## src/rtl/resonator_ddc_watchdog_pkg.sv

```systemverilog
// resonator_ddc_watchdog_pkg: shared state encoding, default sizes and helpers for the DDC deadlock watchdog.
// rev 1.0
`default_nettype none

package resonator_ddc_watchdog_pkg;

  localparam int N_AXIS_DEFAULT     = 4;
  localparam int THRESH_W_DEFAULT   = 16;
  localparam int RST_CYCLES_DEFAULT = 16;
  localparam int CNT_W_DEFAULT      = 16;

  typedef enum logic [2:0] {
    ST_IDLE     = 3'd0,
    ST_WATCH    = 3'd1,
    ST_DEADLOCK = 3'd2,
    ST_RECOVER  = 3'd3,
    ST_COOLDOWN = 3'd4
  } wd_state_e;

  // Increment v, holding at the all-ones value of a w-bit field (w <= 32).
  function automatic logic [31:0] sat_inc(input logic [31:0] v, input int unsigned w);
    logic [63:0] max_val;
    max_val = (64'd1 << w) - 64'd1;
    return (64'(v) >= max_val) ? v : v + 32'd1;
  endfunction

endpackage

`default_nettype wire

```

## src/rtl/resonator_ddc_watchdog_run_counter.sv

```systemverilog
// resonator_ddc_watchdog_run_counter: saturating run-length counter with a next-value threshold match.
// rev 1.0
`default_nettype none

module resonator_ddc_watchdog_run_counter
  import resonator_ddc_watchdog_pkg::*;
#(
  parameter int THRESH_W = THRESH_W_DEFAULT
) (
  input  logic                clock,
  input  logic                reset,
  input  logic                clear,
  input  logic                enable,
  input  logic [THRESH_W-1:0] threshold,
  output logic                hit
);

  logic [THRESH_W-1:0] count_q;
  logic [THRESH_W-1:0] count_d;
  logic [THRESH_W-1:0] count_inc;

  always_comb begin
    count_inc = THRESH_W'(sat_inc(32'(count_q), THRESH_W));
    count_d   = count_q;
    if (clear) begin
      count_d = '0;
    end else if (enable) begin
      count_d = count_inc;
    end
    // Match on the value being written so deadlock lands on the T-th counted edge.
    hit = enable && !clear && (threshold != '0) && (count_inc == threshold);
  end

  always_ff @(posedge clock) begin
    if (reset) begin
      count_q <= '0;
    end else begin
      count_q <= count_d;
    end
  end

endmodule

`default_nettype wire

```

## src/rtl/resonator_ddc_deadlock_watchdog.sv

```systemverilog
// resonator_ddc_deadlock_watchdog: qualifies AXIS block indications, latches a sticky deadlock report and sequences soft-reset recovery.
// rev 1.0
`default_nettype none

module resonator_ddc_deadlock_watchdog
  import resonator_ddc_watchdog_pkg::*;
#(
  parameter int N_AXIS     = N_AXIS_DEFAULT,
  parameter int THRESH_W   = THRESH_W_DEFAULT,
  parameter int RST_CYCLES = RST_CYCLES_DEFAULT,
  parameter int CNT_W      = CNT_W_DEFAULT
) (
  input  logic                clock,
  input  logic                reset,
  input  logic [N_AXIS-1:0]   axis_block_sigs,
  input  logic                inst_idle,
  input  logic [THRESH_W-1:0] threshold,
  input  logic                recover_en,
  input  logic                clear_status,
  output logic                block,
  output logic                deadlock,
  output logic [N_AXIS-1:0]   blocked_mask,
  output logic [CNT_W-1:0]    deadlock_count,
  output logic                core_soft_reset,
  output logic                busy
);

  localparam int PH_W = $clog2(RST_CYCLES + 1);
  localparam logic [PH_W-1:0] PH_LAST = PH_W'(RST_CYCLES - 1);

  wd_state_e          state_q, state_d;
  logic [N_AXIS-1:0]  sigs_q;
  logic               idle_q;
  logic [PH_W-1:0]    phase_q, phase_d;
  logic               deadlock_q, deadlock_d;
  logic [N_AXIS-1:0]  mask_q, mask_d;
  logic [CNT_W-1:0]   dl_count_q, dl_count_d;
  logic               soft_rst_q, soft_rst_d;

  logic any_blk;
  logic cnt_active;
  logic hit;
  logic entry;

  assign any_blk    = (|sigs_q) & ~idle_q;
  assign cnt_active = (state_q == ST_IDLE) || (state_q == ST_WATCH);

  resonator_ddc_watchdog_run_counter #(
    .THRESH_W (THRESH_W)
  ) u_run_counter (
    .clock     (clock),
    .reset     (reset),
    .clear     (!cnt_active || !any_blk),
    .enable    (any_blk),
    .threshold (threshold),
    .hit       (hit)
  );

  always_comb begin
    state_d = state_q;
    phase_d = phase_q;
    entry   = 1'b0;
    case (state_q)
      ST_IDLE: begin
        if (hit) begin
          state_d = ST_DEADLOCK;
          entry   = 1'b1;
        end else if (any_blk) begin
          state_d = ST_WATCH;
        end
      end
      ST_WATCH: begin
        if (!any_blk) begin
          state_d = ST_IDLE;
        end else if (hit) begin
          state_d = ST_DEADLOCK;
          entry   = 1'b1;
        end
      end
      ST_DEADLOCK: begin
        if (recover_en) begin
          state_d = ST_RECOVER;
          phase_d = '0;
        end else if (!any_blk) begin
          state_d = ST_IDLE;
        end
      end
      ST_RECOVER: begin
        if (phase_q == PH_LAST) begin
          state_d = ST_COOLDOWN;
          phase_d = '0;
        end else begin
          phase_d = phase_q + 1'b1;
        end
      end
      ST_COOLDOWN: begin
        if (phase_q == PH_LAST) begin
          state_d = ST_IDLE;
          phase_d = '0;
        end else begin
          phase_d = phase_q + 1'b1;
        end
      end
      default: begin
        state_d = ST_IDLE;
        phase_d = '0;
      end
    endcase

    deadlock_d = deadlock_q;
    mask_d     = mask_q;
    dl_count_d = dl_count_q;
    if (clear_status) begin
      deadlock_d = 1'b0;
      mask_d     = '0;
      dl_count_d = '0;
    end
    // A coincident clear is overridden by the entry, leaving a count of one.
    if (entry) begin
      deadlock_d = 1'b1;
      mask_d     = sigs_q;
      dl_count_d = clear_status ? CNT_W'(1) : CNT_W'(sat_inc(32'(dl_count_q), CNT_W));
    end

    soft_rst_d = (state_d == ST_RECOVER);
  end

  always_ff @(posedge clock) begin
    if (reset) begin
      state_q    <= ST_IDLE;
      sigs_q     <= '0;
      idle_q     <= 1'b0;
      phase_q    <= '0;
      deadlock_q <= 1'b0;
      mask_q     <= '0;
      dl_count_q <= '0;
      soft_rst_q <= 1'b0;
    end else begin
      state_q    <= state_d;
      sigs_q     <= axis_block_sigs;
      idle_q     <= inst_idle;
      phase_q    <= phase_d;
      deadlock_q <= deadlock_d;
      mask_q     <= mask_d;
      dl_count_q <= dl_count_d;
      soft_rst_q <= soft_rst_d;
    end
  end

  assign block           = |sigs_q;
  assign deadlock        = deadlock_q;
  assign blocked_mask    = mask_q;
  assign deadlock_count  = dl_count_q;
  assign core_soft_reset = soft_rst_q;
  assign busy            = (state_q == ST_RECOVER) || (state_q == ST_COOLDOWN);

endmodule

`default_nettype wire

```

## config.mk

```make
export PLATFORM = sky130hd
export DESIGN_NAME = resonator_ddc_deadlock_watchdog
export DESIGN_NICKNAME = d
export VERILOG_FILES = /design/src/rtl/resonator_ddc_watchdog_pkg.sv /design/src/rtl/resonator_ddc_watchdog_run_counter.sv /design/src/rtl/resonator_ddc_deadlock_watchdog.sv
export SDC_FILE = /design/constraint.sdc
export NUM_CORES = 1
export LEC_CHECK = 0
export BUFFER_PORTS_ARGS = -buffer_cell sky130_fd_sc_hd__buf_2
export CAP_MARGIN = 5
export CORE_MARGIN = 5
export CORE_UTILIZATION = 35
export DETAILED_ROUTE_END_ITERATION = 7
export PLACE_DENSITY = 0.59
export SKIP_CTS_REPAIR_TIMING = 1
export SYNTH_ARGS = -nofsm -noshare
export SYNTH_HDL_FRONTEND = slang
export SYNTH_SLANG_ARGS = --single-unit
export TNS_END_PERCENT = 1
```

## constraint.sdc

```tcl
create_clock -name clock -period 3.22 [get_ports clock]
set_clock_uncertainty 0.2 [all_clocks]
set_input_delay 0.322 -clock clock [delete_from_list [all_inputs] [get_ports clock]]
set_output_delay 0.322 -clock clock [all_outputs]
set_load 0.1 [all_outputs]
```

==> run summary <==
The flow ran to the end, and the final reports show no timing, DRC or antenna violations. The most common cell in the synthesized netlist is sky130_fd_sc_hd__dfxtp_1. The number of vias per cell after detailed routing is 5.41.

STA classifies the critical path startpoint as a flip-flop. The number of ports placed on the die boundary came out at 49. After detailed routing, the total wire length is around 8100 um.

The number of hold-slack violations in the final timing report is 0. The remaining global-route overflow is 0. The type of the most critical hold path is in -> reg. The number of antenna diodes came out at 0. The initial antenna violation count came to 0. The final number of max-transition violations is 0. After synthesis the netlist holds a flip-flop and latch count of between 50 and 60. STA classifies the critical path endpoint as a flip-flop. The post-detailed-route count of antenna-violating nets is 0. The die extent in x is ~100 um.

The number of H-tree levels is 2. The overall track demand over capacity in global routing came out at between 15 and 20%. Data on the critical path arrives at its endpoint at approximately 3.2 ns.

The synthesized instance count came out at 349. The minimum clock period came out at 3.15 ns. The biggest fanout along the worst timing path came out at 13. The overall die area came out at approximately 0.010 mm^2. The floorplan step set the die height to slightly above 100 um.

Across the run, the number of max-cap violations was 0. The transition at the pin with the smallest max-transition slack came out at roughly 0.89 ns. The clock sink count is just over 50. Of the cells placed in the final design, the portion with a size suffix greater than 1 is about a third.

The area of the core came out at around 0.0082 mm^2. The reported leakage power came out at about 1.5 nW. The post-route non-filler standard cell count came out at around 540. The register-to-register path setup slack is around 0.072 ns. For this run, the top clock speed supported by timing is 318 MHz. STA puts the critical path data required time at 3.28 ns.

The number of setup violations in the final report is 0. TritonCTS built the clock tree. The clock latency on the worst-skew pair is about 0.32 ns.

Once placement completed, the tool counted placed cells totaling around 520. After floorplanning, the core was divided into 33 placement rows. The clock-pin slew on the worst setup and hold paths is about 0.1 ns. The number of global-route vias before repair came out at around 2700. The summed negative setup slack over all endpoints came out at 0 ns.

The async set or reset register ratio after synthesis is 0%. The half-perimeter wire length of the detailed placement result came out at 5910 um. The finished layout cell area came out at roughly 0.0039 mm^2. The area growth from synthesis to final layout came out at 33.2%. The power per standard cell area came out at approximately 310 mW/mm^2. The worst max-slew margin expressed relative to the limit came out at between 40% and 50%. The number of buffers created by CTS came out at 5.

The count of TritonRoute iterations in the first routing pass came out at 4. The most used flip-flop cell after synthesis is sky130_fd_sc_hd__dfxtp_1. The layout net count is 460. The pin count of the biggest net entering global routing is 27. After synthesis, the most frequently instantiated cells are 51 x sky130_fd_sc_hd__dfxtp_1, 30 x sky130_fd_sc_hd__a21oi_1, 27 x sky130_fd_sc_hd__nand2_1, 22 x sky130_fd_sc_hd__nor2_1, 18 x sky130_fd_sc_hd__nand3_1.

The count of flip-flops with a built-in enable after synthesis came out at 0. The effective utilization at floorplan is between 30% and 40%. The net count after synthesis came out at roughly 380. In this run the clock root is driven by a sky130_fd_sc_hd__clkbuf_8.

The total DRC errors in the routed layout came out at 0. Setup repair after global routing could not meet its margin everywhere. The count of buffers inserted at the top-level ports is 48. The worst IR drop on VDD is 0.145 mV. The critical path in this run is classified as reg -> reg. The most area-hungry cell type in the Yosys netlist is sky130_fd_sc_hd__dfxtp_1. Hold timing on the final database bottoms out at a slack of about 0.012 ns. The post-route fraction of the period consumed by the critical path came out at 97.8%.

The last weighted congestion value of the routability-driven placer came out at 0.934. The mean instance size in the synthesized netlist is approximately 8.4 um^2. Ranked by total cell area, the synthesized netlist is headed by sky130_fd_sc_hd__dfxtp_1 35%, sky130_fd_sc_hd__a21oi_1 5.1%, sky130_fd_sc_hd__xnor2_1 4.8%.

The global-route wire length before repair came out at ~13000 um. The sequential fraction of the synthesis area came out at 34.8%. The portion of synthesized cell area occupied by the leading cell type is a little over a third. The iteration-0 DRC count of the detailed router came out at 129. The routed wire length per instance is around 15 um. The instance area after placement is 0.00353 mm^2. The cell area that synthesis handed to floorplanning was between 0.002 and 0.003 mm^2. Detailed routing inserted a total of between 2000 and 3000 vias. The distinct cell type count after synthesis came out at between 50 and 60. The total number of yosys warnings came out at 0. The buffer depth of the longest clock path is 2.
==> stage by stage <==
step	total power (W)	util, %	setup WS [ns]
floorplan	0.000719	-	0.0170
global placement	0.000761	43.0	-0.000860
global route	0.00128	47.6	-0.0545
CTS	0.00124	44.3	-0.171
detailed placement	0.000763	43.0	-0.164
finish	0.00123	47.6	0.0721
==> cells by family (layout without fill, tap and decap cells) <==
group | Yosys count | in the layout | synth area share, %
flops | 51 | 51 | 34.8
compound gates | 67 | 67 | 14.4
simple gates | 168 | 168 | 33.4
xor+xnor | 23 | 23 | 7.79
buf+inv | 24 | 108 | 3.49
fa+ha+maj | 3 | 3 | 1.28
mux | 13 | 13 | 4.90
==> worst max-delay path, stage by stage, from the launching register on <==
cell	delay (ns)
sky130_fd_sc_hd__dfxtp_2	0.36
sky130_fd_sc_hd__nand4_1	0.12
sky130_fd_sc_hd__buf_6	0.17
sky130_fd_sc_hd__o31a_1	0.32
sky130_fd_sc_hd__or4_1	0.55
sky130_fd_sc_hd__a21oi_2	0.16
sky130_fd_sc_hd__o32ai_2	0.08
sky130_fd_sc_hd__buf_6	0.15
sky130_fd_sc_hd__or4_1	0.52
sky130_fd_sc_hd__or3_1	0.31
sky130_fd_sc_hd__a21oi_1	0.14
==> cells in the final DEF, fill, tap and decap left out, drive strengths merged, types with 6 or more instances in the layout <==
master  instances
nor2b           8
a21oi          31
nand2          27
nand2b          9
nor2           24
inv            10
buf            89
nand4           8
nand3          18
xnor2          16
o31ai           6
or4            13
mux2i          12
and3            6
nor3            8
o21ai          10
dfxtp          51
nor4           17
or3            13
clkbuf          8
==> power by group <==
part	switching, W	internal, W	total [W]
Clock	0.000237	0.000235	0.000473
Combinational	0.0000680	0.0000478	0.000116
Sequential	0.00000536	0.000636	0.000641
==> per-layer routing <==
layer	GRT usage [%]	part of all wire (%)	vias to the layer above	wire length (um)
met5	0	0	-	0
met4	5.42	1.5	0	123
met3	3.24	4.2	10	336
met2	24.5	48	51	3830
met1	20.6	47	1392	3780
li1	-	-	1456	-
==> sequential cells by signal (all words and copies together), names as in the netlist <==
signal / count
blocked_mask: 4
deadlock: 1
phase_q: 5
u_run_counter.count_q: 16
idle_q: 1
sigs_q: 4
core_soft_reset: 1
deadlock_count: 16
state_q: 3
==> cell type report <==
| cell class | count | area [um^2] |
|---|---|---|
| clock inverter | 2 | 38.8 |
| clock buffer | 6 | 72.6 |
| sequential | 51 | 1040 |
| inverter | 9 | 33.8 |
| tap | 105 | 131 |
| timing repair buffer | 91 | 629 |
| fill | 796 | 4300 |
| multi-input combinational | 274 | 1970 |
==> final timing paths <==
path                   endpoint                     start  depth (start not counted)
max          deadlock_count[10]  u_run_counter.count_q[6]                         10
min                      idle_q                 inst_idle                          2
max reg2reg  deadlock_count[10]  u_run_counter.count_q[6]                         10
min reg2reg     blocked_mask[2]           blocked_mask[2]                          2
Note: power is estimated with default switching activity, not from simulation.
